### src/rtl/spi_arbiter.sv
// Round-robin arbiter and sequencer sharing one SPI master between N_REQ requesters.
// Latches the winner's word, handshakes start/cs/done with the master and reports ack or timeout err.
module spi_arbiter #(
  parameter int N_REQ   = 4,
  parameter int DW      = 12,
  parameter int TIMEOUT = 1024
) (
  input  logic                clk,
  input  logic                rst,
  input  logic [N_REQ-1:0]    req,
  input  logic [N_REQ*DW-1:0] din,
  output logic [N_REQ-1:0]    ack,
  output logic [N_REQ-1:0]    err,
  output logic [N_REQ-1:0]    grant,
  output logic                busy,
  output logic                m_start,
  output logic [DW-1:0]       m_din,
  input  logic                m_cs,
  input  logic                m_done,
  output logic [N_REQ-1:0]    ss_n
);

  localparam int PW = (N_REQ > 1) ? $clog2(N_REQ) : 1;
  localparam int CW = (TIMEOUT > 1) ? $clog2(TIMEOUT) : 1;

  typedef enum logic [1:0] {IDLE, LAUNCH, XFER, RELEASE} state_e;

  state_e            state_q, state_d;
  logic [N_REQ-1:0]  grant_q, grant_d;
  logic [N_REQ-1:0]  ack_q, ack_d;
  logic [N_REQ-1:0]  err_q, err_d;
  logic              start_q, start_d;
  logic [DW-1:0]     din_q, din_d;
  logic [PW-1:0]     ptr_q, ptr_d;
  logic [CW-1:0]     cnt_q, cnt_d;
  logic              done_q;

  logic              win_valid;
  logic [PW-1:0]     win_idx, scan_idx, ptr_nxt;
  logic [N_REQ-1:0]  win_onehot;
  logic [DW-1:0]     win_word;
  logic              done_rise, cnt_last;

  assign done_rise = m_done & ~done_q;
  assign cnt_last  = (cnt_q == CW'(TIMEOUT - 1));

  // Rotating scan from ptr_q; the first asserted request met wins.
  always_comb begin
    win_valid = 1'b0;
    win_idx   = '0;
    scan_idx  = ptr_q;
    for (int k = 0; k < N_REQ; k++) begin
      if (!win_valid && req[scan_idx]) begin
        win_valid = 1'b1;
        win_idx   = scan_idx;
      end
      scan_idx = (scan_idx == PW'(N_REQ - 1)) ? '0 : scan_idx + 1'b1;
    end
  end

  always_comb begin
    win_onehot = '0;
    win_word   = '0;
    for (int i = 0; i < N_REQ; i++) begin
      if (win_idx == PW'(i)) begin
        win_onehot[i] = 1'b1;
        win_word      = din[i*DW +: DW];
      end
    end
  end

  assign ptr_nxt = (win_idx == PW'(N_REQ - 1)) ? '0 : win_idx + 1'b1;

  // NOTE: every *_d gets its hold/idle value first, so no path leaves one unassigned and no latch is inferred.
  always_comb begin
    state_d = state_q;
    grant_d = grant_q;
    ack_d   = '0;
    err_d   = '0;
    start_d = start_q;
    din_d   = din_q;
    ptr_d   = ptr_q;
    cnt_d   = cnt_q;
    unique case (state_q)
      IDLE: begin
        if (win_valid) begin
          grant_d = win_onehot;
          din_d   = win_word;
          ptr_d   = ptr_nxt;
          cnt_d   = '0;
          start_d = 1'b1;
          state_d = LAUNCH;
        end
      end
      LAUNCH: begin
        if (!m_cs) begin
          start_d = 1'b0;
          cnt_d   = '0;
          state_d = XFER;
        end else if (cnt_last) begin
          start_d = 1'b0;
          err_d   = grant_q;
          state_d = RELEASE;
        end else begin
          cnt_d = cnt_q + 1'b1;
        end
      end
      XFER: begin
        if (done_rise) begin
          ack_d   = grant_q;
          state_d = RELEASE;
        end else if (cnt_last) begin
          err_d   = grant_q;
          state_d = RELEASE;
        end else begin
          cnt_d = cnt_q + 1'b1;
        end
      end
      RELEASE: begin
        // Hold grant until the master has left its end state, so ss_n follows any late cs.
        if (m_cs && !m_done) begin
          grant_d = '0;
          state_d = IDLE;
        end
      end
      default: state_d = IDLE;
    endcase
  end

  // NOTE: state registers use non-blocking assignments so every flop samples pre-edge values.
  always_ff @(posedge clk or posedge rst) begin
    if (rst) begin
      state_q <= IDLE;
      grant_q <= '0;
      ack_q   <= '0;
      err_q   <= '0;
      start_q <= 1'b0;
      din_q   <= '0;
      ptr_q   <= '0;
      cnt_q   <= '0;
      done_q  <= 1'b0;
    end else begin
      state_q <= state_d;
      grant_q <= grant_d;
      ack_q   <= ack_d;
      err_q   <= err_d;
      start_q <= start_d;
      din_q   <= din_d;
      ptr_q   <= ptr_d;
      cnt_q   <= cnt_d;
      done_q  <= m_done;
    end
  end

  assign ack     = ack_q;
  assign err     = err_q;
  assign grant   = grant_q;
  assign busy    = (state_q != IDLE);
  assign m_start = start_q;
  assign m_din   = din_q;
  assign ss_n    = ~grant_q | {N_REQ{m_cs}};

endmodule
### config.mk
export PLATFORM = sky130hd
export DESIGN_NAME = spi_arbiter
export DESIGN_NICKNAME = d
export VERILOG_FILES = /design/src/rtl/spi_arbiter.sv
export SDC_FILE = /design/constraint.sdc
export NUM_CORES = 1
export LEC_CHECK = 0
export CAP_MARGIN = 20
export CELL_PAD_IN_SITES_DETAIL_PLACEMENT = 1
export CELL_PAD_IN_SITES_GLOBAL_PLACEMENT = 2
export CORE_UTILIZATION = 28
export DETAILED_ROUTE_END_ITERATION = 12
export PLACE_DENSITY_LB_ADDON = 0.1
export SYNTH_ARGS = -nofsm -noshare
export SYNTH_HDL_FRONTEND = slang
export SYNTH_SLANG_ARGS = --single-unit
### constraint.sdc
create_clock -name clk -period 3.7 [get_ports clk]
set_input_delay 0.74 -clock clk [delete_from_list [all_inputs] [get_ports clk]]
set_output_delay 0.74 -clock clk [all_outputs]
set_load 0.03 [all_outputs]
==> results.ini, run 1 <==
[sta]
rsz0062_at_grt=false
slew_violations=0
finalSetupViolCount=0
tightest_slew_ns=0.536
clock.fmax_mhz=297
slew_headroom_pct=64.1
final_hold_viol_count=0
fin_crit_sh_pct=91.1
fin_ws_ns=0.328
finalClockSkew_ns=0.00707
period_minus_slack_ns=3.37
setup_tns_ns=0

[placed_design]
dp_hpwl_um=6510
dp_cells=526
numPortBuffers=85
gp_congestion=0.815
dp_slack_ns=-0.370

[floorplan]
die_area_um2=10500
std_cell_rows=36
core_area_um2=9770
die_h_um=103
start_util_pct=28.9
die_x_um=103
io-pin-count=86

[synth]
synth_area_um2=2830
async_reset_ff_share_pct=100
syn-num-nets=368
synth.top_cell.area_share_pct=35.4
synth-seq-area-share_pct=35.4
yosysTopAreaCell=dfrtp_1
ys_warn_count=0
syn_inst=301
synth_ff_type=dfrtp_1
yosys.cell_types.count=56
synth_edf_count=0
synth-seq-cells=40
syn_area_per_cell_um2=9.40
synthTopCellsByArea=dfrtp_1, mux2_4, ha_1

[clocking]
cts_tree=built
cts_setup_buffers=0
cts_buffers=5
clkTransAtPathRegs_ns=0.09
clk_latency_ns=0.29
cts_max_level=2
hold_buffers=0
clock_path_buffers=2
root_buffer=clkbuf_8
clock_sinks=40

[route]
vias_per_cell=5.08
routedWlPerCell_um=16.2
drc=0
totalWireLength_um=8670
first_pass_iters=4
drtIter0Drc=78
dr_total_vias=2714
ant_nets=0

[global_route]
gr-usage-met1_pct=22.2
grt_max_degree=41
use_met3_pct=2.85
grt_pass1_wl_um=14000
overflow=0
grt_busiest_layer=met2
gr-usage-all-layers_pct=17.2
grt_use_met2_pct=30.5
grt_pass1_vias=2763
antenna_found_initial=0

[setup_path]
arrival_ns=3.56
cp_max_fo=14
cp-end-kind=flop
worst_ep_required_time_ns=3.89
critPathKind=in -> reg
startpoint_type=primary input

[layout]
final_cell_mix=clkdlybuf4s50_1, dfrtp_1, nand2_1
antenna_cells=0
layout_commonest_cell=clkdlybuf4s50_1
fin_cells=534
syn2layout_area_growth_pct=44.5
nets=467
drive_gt1_share_pct=15.2
fillCellCount=1162

[status]
status=complete, no violations

[power_and_ir_drop]
powerDensity_nw_per_um2=946
peakVddDrop_mv=0.512
leakage_nw=1.69

[hold_path]
hold_class=reg -> reg

[flow_run]
maxCapViolCount=0

## where the power goes
group	switching, mW	internal, mW	total, mW
Sequential	0.0882	0.563	0.652
Combinational	1.47	1.36	2.83
Clock	0.179	0.204	0.383
Total	1.73	2.13	3.87
## metal layers
layer	vias to the layer above	wire length [um]	share of wire, %
li1	1320	-	-
met1	1334	3900	45
met3	6	271	3.1
met4	0	72	0.83
met2	54	4430	51
met5	-	0	0
## critical path, stage by stage
cell,delay [ns]
clkdlybuf4s50_1,0.49
mux4_2,0.53
a311oi_2,0.27
a21oi_1,0.13
a32o_1,0.26
ha_1,0.23
buf_4,0.21
a221oi_1,0.30
o31ai_1,0.12
mux2_4,0.27
## logic make-up after synthesis
kind of cell / Yosys count / synth area share, %
flip-flops: 40 / 35.4
buffers and inverters: 27 / 4.78
AO/OA/AOI/OAI: 95 / 25.3
adder cells (fa/ha/maj): 11 / 4.87
AND/OR/NAND/NOR: 110 / 20.5
multiplexers: 18 / 9.15
## cell usage after synthesis (4+ instances only)
cell and number:
o2bb2ai_1 6, nand2b_1 7, nand3_1 8, dfrtp_1 40, o31ai_1 11, nand2_1 31
ha_1 11, a221oi_1 11, a2bb2oi_1 6, clkbuf_1 12, a21oi_1 18, mux2_4 10
nor2_1 14, a31oi_1 4, nor2b_1 19, and2_1 8, o21ai_0 10, buf_2 5
nor3_1 9, inv_1 6
## flip-flops by register name, summed over array words and instances (netlist names)
register and cells:
grant 4, done_q 1, state_q 2, ptr_q 2, err 4, m_start 1
m_din 12, cnt_q 10, ack 4
## cell type report
class / instances / area [um^2] / share of cell area [%]
multi-input cells: 234 / 1700 / 41.6
repair buffers: 112 / 1080 / 26.4
flip-flops and latches: 40 / 1000 / 24.5
well taps: 133 / 166 / 4.07
clock buffers: 5 / 68.8 / 1.68
clock inverters: 3 / 46.3 / 1.13
inverters: 7 / 26.3 / 0.643
## repair_timing
action	CTS	global route
resized for setup	1	2
endpoints found under the setup margin	11	11
hold endpoints to repair	0	0
## final timing paths
check / startpoint / end / slack, ns / cells past startpoint
max in group asynchronous: rst / m_din[0]$_DFFE_PP0P_ / 2.45 / 3
setup / recovery: req[3] / m_din[5]$_DFFE_PP0P_ / 0.33 / 10
min in group asynchronous: rst / err[3]$_DFF_PP0_ / 0.89 / 3
hold reg to reg: m_din[10]$_DFFE_PP0P_ / m_din[10]$_DFFE_PP0P_ / 0.51 / 1
setup reg to reg: ptr_q[0]$_DFFE_PP0P_ / m_din[5]$_DFFE_PP0P_ / 0.46 / 11
hold / removal: m_din[10]$_DFFE_PP0P_ / m_din[10]$_DFFE_PP0P_ / 0.51 / 1
## stage by stage
stage	hold slack [ns]	total power, mW	util [%]	area (um^2)
global route	0.536	4.21	41.8	4090
detailed placement	0.496	3.49	40.6	3970
CTS	0.521	3.91	41.8	4080
global placement	0.491	3.47	40.6	3970
floorplan	0.484	2.60	-	2830
finish	0.513	3.87	41.8	4090
No activity file was read; power rests on OpenSTA's default activity.
==> run 2: changes to the inputs <==
--- a/config.mk
+++ b/config.mk
@@ -10,6 +10,7 @@
 export CELL_PAD_IN_SITES_GLOBAL_PLACEMENT = 2
 export CORE_UTILIZATION = 28
 export DETAILED_ROUTE_END_ITERATION = 12
+export GPL_TIMING_DRIVEN = 0
 export PLACE_DENSITY_LB_ADDON = 0.1
 export SYNTH_ARGS = -nofsm -noshare
 export SYNTH_HDL_FRONTEND = slang
==> results.ini, run 2 (same netlist as run 1, synthesis figures left out) <==
[route]
ant_nets=0  ; unchanged
drc=0  ; unchanged
drtIter0Drc=40  ; -49%
routedWlPerCell_um=16.6  ; +2.4%
vias_per_cell=5.06  ; -0.50%
first_pass_iters=4  ; unchanged
totalWireLength_um=8780  ; +1.3%
dr_total_vias=2670  ; -1.6%

[global_route]
grt_pass1_wl_um=14100  ; +0.30%
overflow=0  ; unchanged
grt_max_degree=34  ; -17%
grt_pass1_vias=2641  ; -4.4%
antenna_found_initial=0  ; unchanged
gr-usage-all-layers_pct=17.3  ; +0.14 points

[layout]
nets=461  ; -1.3%
drive_gt1_share_pct=14.9  ; -0.28 points
largest_reg_flops=12  ; unchanged
postLayoutCoreUtil_pct=41.1  ; -0.73 points
syn2layout_area_growth_pct=42.0
final_cell_mix=clkdlybuf4s50_1, dfrtp_1, nand2_1
antenna_cells=0  ; unchanged
layout_commonest_cell=clkdlybuf4s50_1

[power_and_ir_drop]
powerDensity_nw_per_um2=953  ; +0.79%
intPower_mw=2.04  ; -4.1%
p_sw_mw=1.78  ; +2.9%
peakVddDrop_mv=0.482  ; -5.8%
switching_share_pct=46.6  ; +1.8 points
p_comb_share_pct=72.7  ; -0.5 points
p_seq_share_pct=17.3  ; +0.4 points
clkPwrFrac_pct=10.0  ; about the same
total_power_mw=3.83  ; -0.97%
leakage_nw=1.65  ; -2.6%

[hold_path]
hold_class=reg -> reg

[flow_run]
maxCapViolCount=0  ; unchanged

[clocking]
clock_sinks=40  ; unchanged
clock_path_buffers=2  ; unchanged
cts_tree=built
cts_max_level=2  ; unchanged
clk_latency_ns=0.30  ; about the same
root_buffer=clkbuf_8
cts_buffers=5  ; unchanged
clkTransAtPathRegs_ns=0.09  ; about the same

[setup_path]
cp_max_fo=10  ; -4
worst_ep_required_time_ns=3.89  ; about the same
cp-end-kind=flop
arrival_ns=3.71  ; +0.15 ns
startpoint_type=primary input
critPathKind=in -> reg

[placed_design]
numPortBuffers=83  ; -2.4%
gp_congestion=0.753  ; -7.6%
dp_hpwl_um=6710  ; +3.1%

[sta]
setup_tns_ns=0  ; unchanged
slew_violations=0  ; unchanged
clock.fmax_mhz=284  ; -4.3%
tightest_slew_ns=0.552  ; +0.0162 ns
period_minus_slack_ns=3.52  ; +0.150 ns
holdWs_ns=0.520  ; +0.00664 ns
fin_crit_sh_pct=95.2  ; +4.1 points
finalClockSkew_ns=0.00459  ; -0.00249 ns
slew_headroom_pct=63.1  ; -1.1 points
finalSetupViolCount=0  ; unchanged
final_hold_viol_count=0  ; unchanged

[floorplan]
std_cell_rows=36  ; unchanged
start_util_pct=28.9  ; unchanged
core_area_um2=9770  ; unchanged
die_area_um2=10500  ; unchanged
io-pin-count=86  ; unchanged
die_x_um=103  ; unchanged
die_h_um=103  ; unchanged

[status]
status=complete, no violations

## run 2: changes by cell type in the layout (fill, tap and decap cells not counted), moves of 2 or more
cell	previous run	this run
clkdlybuf4s50_1	85	83
clkbuf_2	0	7
buf_4	25	3
a221oi_2	0	4
a221oi_1	11	7
buf_2	0	6
clkbuf_1	0	4
## run 2: final timing paths
kind	startpoint	to	slack, ns	depth (start not counted)
hold / removal	m_din[11]$_DFFE_PP0P_	m_din[11]$_DFFE_PP0P_	0.52	1
setup reg to reg	ptr_q[1]$_DFFE_PP0P_	m_din[0]$_DFFE_PP0P_	0.31	12
setup / recovery	req[0]	m_din[0]$_DFFE_PP0P_	0.18	11
hold reg to reg	m_din[11]$_DFFE_PP0P_	m_din[11]$_DFFE_PP0P_	0.52	1
max in group asynchronous	rst	m_din[0]$_DFFE_PP0P_	2.59	3
min in group asynchronous	rst	m_din[4]$_DFFE_PP0P_	0.67	2
## run 2: cell type report
cell class | instances | area, um^2
buffer | 20 | 119
clock buffer | 5 | 68.8
clock inverter | 3 | 46.3
fill | 1136 | 5760
inverter | 7 | 26.3
multi-input combinational | 234 | 1720
sequential | 40 | 1000
tap | 133 | 166
timing repair buffer | 86 | 866
## run 2: per-layer routing
metal	vias to the layer above	GRT usage, %	wire length (um)
met5	-	0	0
met4	0	2.97	40
met3	2	3.25	244
met2	42	29.8	4400
met1	1314	22.9	4090
li1	1312	-	-
## run 2: power groups by stage
| stage | registers, mW | clock network (mW) | logic, mW |
|---|---|---|---|
| after floorplan | 0.811 | 0 | 1.79 |
| after global placement | 0.665 | 0 | 2.69 |
| after detailed placement | 0.668 | 0 | 2.71 |
| after CTS | 0.664 | 0.394 | 2.75 |
| after global routing | 0.684 | 0.408 | 3.06 |
| final | 0.663 | 0.384 | 2.78 |
## run 2: metrics by stage
| stage | instances | instance area [um^2] | setup WS (ns) |
|---|---|---|---|
| after floorplan | 301 | 2830 | 0.397 |
| after global placement | 517 | 3830 | -0.430 |
| after detailed placement | 518 | 3850 | -0.455 |
| after CTS | 526 | 3970 | -0.00839 |
| after global routing | 528 | 4020 | -0.00234 |
| final | 528 | 4020 | 0.178 |
## run 2: worst max-delay path: stages
cell             delay [ns]
clkdlybuf4s50_1        0.46
clkbuf_2               0.22
nor2b_1                0.17
mux4_2                 0.48
o21ai_1                0.19
o21ai_0                0.16
ha_1                   0.32
clkbuf_2               0.25
a221oi_2               0.34
o31ai_1                0.10
mux2_4                 0.27
## run 2: timing repair
action / 4_1_cts / 5_1_grt
endpoints found under the setup margin: 11 / 13
hold buffers: 0 / 0
buffers inserted: 0 / 2
resized for setup: 5 / 16
pin swaps: 0 / 0
==> run 3: changes to the inputs <==
--- a/config.mk
+++ b/config.mk
@@ -8,10 +8,12 @@
 export CAP_MARGIN = 20
 export CELL_PAD_IN_SITES_DETAIL_PLACEMENT = 1
 export CELL_PAD_IN_SITES_GLOBAL_PLACEMENT = 2
-export CORE_UTILIZATION = 28
+export CORE_UTILIZATION = 38
 export DETAILED_ROUTE_END_ITERATION = 12
+export DONT_BUFFER_PORTS = 1
 export GPL_TIMING_DRIVEN = 0
 export PLACE_DENSITY_LB_ADDON = 0.1
+export SKIP_LAST_GASP = 1
 export SYNTH_ARGS = -nofsm -noshare
 export SYNTH_HDL_FRONTEND = slang
 export SYNTH_SLANG_ARGS = --single-unit
==> results.ini, run 3 (same netlist as run 1, synthesis figures left out) <==
[setup_path]
slowest_delay_ns=0.49  ; about the same
crit_start=ptr_q[1]$_DFFE_PP0P_
worst-r2r-setup-slack_ns=0.28  ; -0.03 ns
path_buf_inv=3  ; unchanged
startpoint_type=flop
slowest_stage=dfrtp_1
critical_path.top_delay_family=buffers and inverters
cp_num_cells=12  ; +1
cp_max_fo=10  ; unchanged
cp-end-kind=flop
crit_path_end=m_din[10]$_DFFE_PP0P_
r2r_cells=12  ; unchanged
r2r_end=m_din[10]$_DFFE_PP0P_
worst_ep_required_time_ns=3.89  ; about the same
path_cells=ha_2, buf_2, nor2b_2, a21o_1, o22ai_1, o21ai_1, o21ai_0, ha_1, clkbuf_1, clkbuf_1, o21ai_0, mux2_2
crit-reg2reg-launch=ptr_q[1]$_DFFE_PP0P_
critPathKind=reg -> reg
arrival_ns=3.61  ; -0.10 ns

[floorplan]
std_cell_rows=31  ; -14%
io-pin-count=86  ; unchanged
core_area_um2=7210  ; -26%
die_area_um2=7790  ; -26%
start_util_pct=39.2  ; +10 points
die_h_um=88.3  ; -14%
die_x_um=88.3  ; -14%

[layout]
largest_reg_flops=12  ; unchanged
nets=375  ; -19%
layout_commonest_cell=dfrtp_1
drive_gt1_share_pct=14.9  ; -0.050 points
final_cell_mix=dfrtp_1, nand2_1, a21oi_1, nor2b_1, nor2_1
fin_cells=408  ; -23%
antenna_cells=0  ; unchanged
fillCellCount=877  ; -23%
syn2layout_area_growth_pct=8.76

[placed_design]
numPortBuffers=0  ; -100%
dp_hpwl_um=5400  ; -19%
gp_congestion=0.719  ; -4.5%
dp_cells=400  ; -23%

[route]
drtIter0Drc=62  ; +55%
vias_per_cell=5.75  ; +14%
first_pass_iters=4  ; unchanged
ant_nets=0  ; unchanged
routedWlPerCell_um=17.9  ; +7.8%
totalWireLength_um=7310  ; -17%
dr_total_vias=2347  ; -12%
drc=0  ; unchanged

[global_route]
grt_max_degree=41  ; +21%
grt_pass1_wl_um=11500  ; -18%
overflow=0  ; unchanged
gr-usage-all-layers_pct=19.2  ; +1.9 points
antenna_found_initial=0  ; unchanged
grt_pass1_vias=2173  ; -18%

[status]
status=complete, no violations

[clocking]
root_buffer=clkbuf_8
cts_max_level=2  ; unchanged
clock_sinks=40  ; unchanged
cts_buffers=5  ; unchanged
cts_tree=built
clkTransAtPathRegs_ns=0.09  ; about the same
clk_latency_ns=0.30  ; about the same
clock_path_buffers=2  ; unchanged

[sta]
period_minus_slack_ns=3.42  ; -0.0975 ns
slew_headroom_pct=41.8  ; -21 points
fin_crit_sh_pct=92.6  ; -2.6 points
slew_violations=0  ; unchanged
finalClockSkew_ns=0.00791  ; +0.00332 ns
finalSetupViolCount=0  ; unchanged
tightest_slew_ns=0.871  ; +0.319 ns
rsz0062_at_grt=false
clock.fmax_mhz=292  ; +2.8%
final_hold_viol_count=0  ; unchanged

[power_and_ir_drop]
powerDensity_nw_per_um2=1120  ; +17%
total_power_mw=3.44  ; -10%
leakage_nw=1.28  ; -22%
peakVddDrop_mv=0.750  ; +56%

[hold_path]
hold_class=in -> reg

[flow_run]
maxCapViolCount=0  ; unchanged

[run 3: changes by cell type in the layout (fill, tap and decap cells not counted), moves of 2 or more]
cell and change:
a221oi_1 +4, clkbuf_1 +5, clkdlybuf4s50_1 -83, buf_4 -2
a221oi_2 -4, clkbuf_2 -6, clkinv_4 +2
[run 3: repair_timing]
action                     in CTS  in global routing
gates resized for setup         1                  7
hold buffers                    0                  0
setup endpoints to repair      10                 14
setup buffers                   0                  0
cloned                          0                  0
pin swaps                       0                  0
[run 3: worst min-delay path by stage]
stage / from / to / slack (ns) / cells after the start
6_report: m_done / done_q$_DFF_PP0_ / 0.46 / 0
5_1_grt: m_done / done_q$_DFF_PP0_ / 0.44 / 0
2_1_floorplan: cnt_q[9]$_DFFE_PP0P_ / cnt_q[9]$_DFFE_PP0P_ / 0.48 / 1
3_5_place_dp: cnt_q[9]$_DFFE_PP0P_ / cnt_q[9]$_DFFE_PP0P_ / 0.53 / 1
4_1_cts: m_done / done_q$_DFF_PP0_ / 0.44 / 0
3_3_place_gp: cnt_q[9]$_DFFE_PP0P_ / cnt_q[9]$_DFFE_PP0P_ / 0.51 / 1
[run 3: area by class of cell]
type                       count  area (um^2)  share of cell area (%)
buffer                        20          111                    3.62
clock inverter                 3         47.5                    1.55
multi-input combinational    234         1700                    55.2
clock buffer                   5         68.8                    2.24
inverter                       7         26.3                   0.854
tap                           99          124                    4.03
sequential                    40         1000                    32.5
[run 3: where the power goes]
part,switching (mW),total [mW],internal [mW]
clock network,0.173,0.377,0.203
registers,0.279,0.840,0.560
logic,1.21,2.22,1.01
[run 3: stage by stage]
step / setup TNS (ns) / hold slack [ns] / cell area, um^2 / setup slack [ns] / util (%)
6_report: 0 / 0.464 / 3080 / 0.276 / 42.6
3_5_place_dp: -0.406 / 0.529 / 2950 / -0.0680 / 40.9
3_3_place_gp: -0.119 / 0.513 / 2950 / -0.0244 / 40.9
2_1_floorplan: 0 / 0.484 / 2830 / 0.397 / -
4_1_cts: 0 / 0.444 / 3070 / 0.0299 / 42.6
5_1_grt: 0 / 0.443 / 3080 / 0.00288 / 42.6
[run 3: routing by layer]
layer,vias up,routed length [um],global-route usage (%)
li1,1137,-,-
met1,1156,3560,28.3
met2,52,3460,29.0
met3,2,272,4.01
met4,0,21,3.96
met5,-,0,0
